`src/rtl/cam_capture_px.sv`:
```
// Camera byte-stream capture: assembles pixels, converts to RGB888 and
// generates linear frame-buffer writes with frame/line bookkeeping.
module cam_capture_px #(
    parameter int unsigned H_ACTIVE      = 640,
    parameter int unsigned V_ACTIVE      = 480,
    parameter int unsigned ADDR_W        = 19,
    parameter int unsigned BYTES_PER_PIX = 2
) (
    input  logic              pclk,
    input  logic              rst,
    input  logic              vsync,
    input  logic              href,
    input  logic [7:0]        data,
    input  logic [1:0]        mode,
    output logic [ADDR_W-1:0] addr,
    output logic [23:0]       data_out,
    output logic              write_en,
    output logic              frame_done,
    output logic              line_err,
    output logic [15:0]       frame_cnt
);

    localparam int unsigned X_W   = $clog2(H_ACTIVE + 2);
    localparam int unsigned Y_W   = $clog2(V_ACTIVE + 1);
    localparam int unsigned X_MAX = H_ACTIVE + 1;

    logic           v_q, h_q, v_d, h_d;
    logic [7:0]     d_q, b0;
    logic [1:0]     mode_q;
    logic           phase;
    logic [X_W-1:0] x;
    logic [Y_W-1:0] y;
    logic           armed;
    logic           wrote;

    logic           pix_done_c, in_win_c, wr_c, line_end_c, v_rise_c, frame_end_c;
    logic [23:0]    rgb_c;

    // Capture is gated by armed so a reset mid-frame waits for the next vsync.
    always_comb begin
        pix_done_c  = armed && !v_q && h_q &&
                      ((mode_q == 2'd3) || (phase == 1'(BYTES_PER_PIX - 1)));
        in_win_c    = (x < X_W'(H_ACTIVE)) && (y < Y_W'(V_ACTIVE));
        wr_c        = pix_done_c && in_win_c;
        line_end_c  = armed && !v_q && h_d && !h_q;
        v_rise_c    = v_q && !v_d;
        frame_end_c = v_rise_c && wrote;
    end

    // Pixel format conversion; current byte d_q acts as byte 1.
    always_comb begin
        rgb_c = 24'd0;
        case (mode_q)
            2'd0: rgb_c = {b0[7:3], b0[7:5],
                           b0[2:0], d_q[7:5], b0[2:1],
                           d_q[4:0], d_q[4:2]};
            2'd1: rgb_c = {b0[3:0], b0[3:0], d_q[7:4], d_q[7:4], d_q[3:0], d_q[3:0]};
            2'd2: rgb_c = {b0, b0, b0};
            default: rgb_c = {d_q, d_q, d_q};
        endcase
    end

    always_ff @(posedge pclk or posedge rst) begin
        if (rst) begin
            v_q        <= 1'b0;
            h_q        <= 1'b0;
            v_d        <= 1'b0;
            h_d        <= 1'b0;
            d_q        <= 8'd0;
            b0         <= 8'd0;
            mode_q     <= 2'd0;
            phase      <= 1'b0;
            x          <= '0;
            y          <= '0;
            armed      <= 1'b0;
            wrote      <= 1'b0;
            addr       <= '0;
            data_out   <= 24'd0;
            write_en   <= 1'b0;
            frame_done <= 1'b0;
            line_err   <= 1'b0;
            frame_cnt  <= 16'd0;
        end else begin
            v_q        <= vsync;
            h_q        <= href;
            d_q        <= data;
            v_d        <= v_q;
            h_d        <= h_q;
            write_en   <= wr_c;
            frame_done <= frame_end_c;

            if (wr_c)
                data_out <= rgb_c;

            if (frame_end_c)
                frame_cnt <= frame_cnt + 16'd1;

            if (v_rise_c)
                wrote <= 1'b0;
            else if (wr_c)
                wrote <= 1'b1;

            // Set wins; clear lands the cycle after frame_done so both are seen together.
            if (line_end_c && (x != X_W'(H_ACTIVE)))
                line_err <= 1'b1;
            else if (frame_done)
                line_err <= 1'b0;

            if (v_q) begin
                mode_q <= mode;
                armed  <= 1'b1;
                phase  <= 1'b0;
                x      <= '0;
                y      <= '0;
                addr   <= '0;
            end else begin
                if (write_en)
                    addr <= addr + ADDR_W'(1);

                if (!h_q || pix_done_c) begin
                    phase <= 1'b0;
                end else if (armed) begin
                    b0    <= d_q;
                    phase <= phase + 1'b1;
                end

                if (line_end_c) begin
                    x <= '0;
                    if (y != Y_W'(V_ACTIVE))
                        y <= y + Y_W'(1);
                end else if (pix_done_c && (x != X_W'(X_MAX))) begin
                    x <= x + X_W'(1);
                end
            end
        end
    end

endmodule
```
`config.mk`:
```
export PLATFORM = sky130hd
export DESIGN_NAME = cam_capture_px
export DESIGN_NICKNAME = d
export VERILOG_FILES = /design/src/rtl/cam_capture_px.sv
export SDC_FILE = /design/constraint.sdc
export NUM_CORES = 1
export LEC_CHECK = 0
export CAP_MARGIN = 30
export CORE_MARGIN = 3
export CORE_UTILIZATION = 49
export CTS_CLUSTER_SIZE = 24
export DETAILED_ROUTE_END_ITERATION = 8
export HOLD_SLACK_MARGIN = 0.15
export PLACE_DENSITY = 0.76
export SETUP_SLACK_MARGIN = 0.4
export SLEW_MARGIN = 5
export SYNTH_ARGS = -nofsm -noshare
export SYNTH_HDL_FRONTEND = slang
export SYNTH_SLANG_ARGS = --single-unit
```
`constraint.sdc`:
```
create_clock -name pclk -period 3.7 [get_ports pclk]
set_input_delay 0.74 -clock pclk [delete_from_list [all_inputs] [get_ports pclk]]
set_output_delay 0.74 -clock pclk [all_outputs]
set_load 0.02 [all_outputs]
```
==> summary.md <==
| Metric | Value |
|---|---|
| Post-place instance area | `5950 um^2` |
| Avg Cell Area, Syn | `11.0 um^2` |
| Sequential fraction of the synthesis area | `0.521` |
| H-tree Lvls | `3` |
| Final setup vio count | `0` |
| Slew @ Worst Pin | `613 ps` |
| WP data required | `2960 ps` |
| Max transition margin | `0.588` |
| DRC | `0` |
| Final hold viol count | `0` |
| Distinct cells, synth | `51` |
| Dpl hpwl | `7.20 mm` |
| Die width | `108 um` |
| EDFF count, synth | `0` |
| Post-CTS Setup Inserts | `0` |
| Synth Register Bits | `106` |
| Initial Utilization | `0.512` |
| Worst path bufs/invs | `1` |
| Antenna viol nets, final | `0` |
| IO Port Bufs | `75` |
| Max FO, Critical Path | `8` |
| Min Tclk post-route | `2270 ps` |
| Drt total wl | `10.2 mm` |
| Type of the worst setup path | `flip-flop to primary output` |
| Die Area | `11,700 um^2` |
| FF+latch area | `2650 um^2` |
| Total Neg Setup Slack | `0 ps` |
| # diodes | `0` |
| Vias in the first global route | `3,555` |
| Nets | `554` |
| Tcrit/Tclk final | `0.613` |
| Crit path launch | `write_en$_DFF_PP0_` |
| Largest net degree at the start of global routing | `107` |
| Max clock buf depth | `2` |
| Hold Buf Count CTS | `0` |
| Latest clock arrival within the worst-skew pair | `360 ps` |
| Synth Flop Type | `dfrtp_1` |
| Syn Inst Count | `462` |
| Die Span Y | `108 um` |
| Vias per cell | `5.44` |
| CTS tree | `yes` |
| Hold crit path type | `flip-flop to flip-flop` |
| Crit path DAT | `1530 ps` |
| Clk slew on worst S/H paths | `100 ps` |
| Critical Path, Cell by Cell | `clkdlybuf4s50_1` |
| GRT Total Usage | `0.183` |
| Synth warn | `0` |
| I/O Pins | `76` |
| CORE AREA | `9950 um^2` |
| Max-cap viol count | `0` |
| Footprint of the multi-input gates | `2290 um^2` |
| Max Clock Freq | `441 MHz` |
| Layout area overhead | `20.5%` |
| Clock buffer count from CTS | `9` |
| Asr flop ratio synth | `1.00` |
| Root Buffer | `clkbuf_8` |
| Startpoint class of the critical path | `flip-flop` |
| Critical Path End Type | `primary output` |
| RR Startpoint | `v_q$_DFF_PP0_` |
| Share of layout cells above drive strength 1 | `0.125` |
| PD cells | `466 nW/um^2` |
| Post-synthesis cell area | `5090 um^2` |
| VDD IR-drop max | `0.289 mV` |
| Fill cells | `812` |
| Row cnt | `36` |
| WL/cell | `15.2 um` |
| Cell leakage power | `2.68 nW` |
| Fin area | `6140 um^2` |
| GRT overflow | `0` |
| First-pass GRT wire length | `17.2 mm` |
| Power, Total | `2.86 mW` |
| Status | `complete, no violations` |
| Max Slew Vio Count | `0` |
| CTS-repair resized insts | `0` |
| Initial DRC count | `181` |
| Clk_skew | `9.18 ps` |
| CP top delay family | `buffers and inverters` |
| Syn_nets | `483` |
| Slowest stage delay, CP | `660 ps` |
| Slowest CP cell | `clkdlybuf4s50_1` |
| Hold path start | `data_out[20]$_DFFE_PP0P_` |
| Pre-antenna DRT Iters | `4` |
| Final Wtd Congestion | `0.837` |
| Via Count | `3,648` |
| # clock sinks | `106` |
| RSZ-0062 raised after global routing | `false` |
| Antenna violations before repair | `0` |
==> through the flow <==
step	std cells	setup WS [ps]	hold WS [ps]	utilization
floorplan	462	1690	374	-
global placement	655	1860	462	0.598
global route	671	1370	526	0.617
finish	671	1430	494	0.617
detailed placement	655	1790	476	0.598
CTS	671	1420	498	0.617
==> Yosys cell counts (10+ instances only) <==
master / count / area (um^2)
dfrtp_1: 106 / 2650
nand2_1: 49 / 184
nor2_1: 39 / 146
o21ai_0: 27 / 135
xor2_1: 23 / 201
mux2_2: 22 / 248
nand3_1: 21 / 105
mux2i_1: 20 / 200
a21oi_1: 19 / 95.1
nand4_1: 14 / 87.6
xnor2_1: 14 / 123
clkbuf_1: 10 / 37.5
inv_1: 10 / 37.5
==> cell type report <==
cell class              instances  area share
multi-input cells             326       0.374
flip-flops and latches        106       0.432
clock inverters                 7     0.00978
well taps                     133      0.0271
repair buffers                 80       0.130
inverters                      10     0.00673
clock buffers                   9      0.0202
==> report_power, final <==
part / internal (mW) / switching, mW
combinational: 0.382 / 0.373
sequential: 1.31 / 0.132
clock: 0.257 / 0.408
total: 1.95 / 0.913
==> registers in the layout, indices dropped and copies added, names as in the netlist, 2 cells and up <==
signal     flops
addr          19
x             10
d_q            8
mode_q         2
y              9
b0             8
data_out      24
frame_cnt     16
==> placed cells by master (no fill, tap or decap), types with 2 or more instances in the layout <==
cell type / n
mux2_2: 22
inv_6: 4
nand4_1: 14
or4_1: 4
nor2_1: 39
and2_1: 4
and3b_1: 2
o21ai_0: 27
o31ai_1: 5
or3_1: 5
xnor2_1: 14
or2_2: 3
buf_4: 4
clkinv_4: 2
nor4_1: 8
xor2_1: 23
clkbuf_8: 9
nand2_1: 49
nand2_4: 2
dfrtp_1: 106
nand3_1: 21
and3_1: 6
mux4_2: 8
clkinvlp_4: 2
clkdlybuf4s50_1: 75
mux2i_1: 20
nor3_1: 2
ha_1: 7
a21oi_1: 19
inv_1: 9
==> cell families after synthesis <==
logic type / synth area share
simple gates: 0.182
mux: 0.123
flops: 0.521
buf+inv: 0.0287
compound gates: 0.0639
fa+ha+maj: 0.0172
xor+xnor: 0.0636
==> layer usage <==
| metal | global-route usage | routed length, um |
|---|---|---|
| met5 | 0 | 0 |
| met4 | 0.0505 | 108 |
| met3 | 0.0490 | 614 |
| met1 | 0.261 | 4880 |
| met2 | 0.279 | 4580 |
==> final timing paths <==
kind / slack, ps / cells past startpoint / to
worst max-delay path: 1430 / 1 / write_en
worst min-delay path: 490 / 2 / data_out[20]$_DFFE_PP0P_
worst max register to register: 1790 / 6 / frame_cnt[15]$_DFFE_PP0P_
worst min register to register: 490 / 2 / data_out[20]$_DFFE_PP0P_
max in group asynchronous: 2420 / 3 / data_out[3]$_DFFE_PP0P_
min in group asynchronous: 870 / 3 / y[1]$_DFFE_PP0P_
==> worst register-to-register path: cells and delay by family, from the launching register on <==
family	cells	cell delay (ps)
xor+xnor	1	190
buf+inv	2	560
flops	1	340
simple gates	3	780
Power figures use the tool's default switching activity.
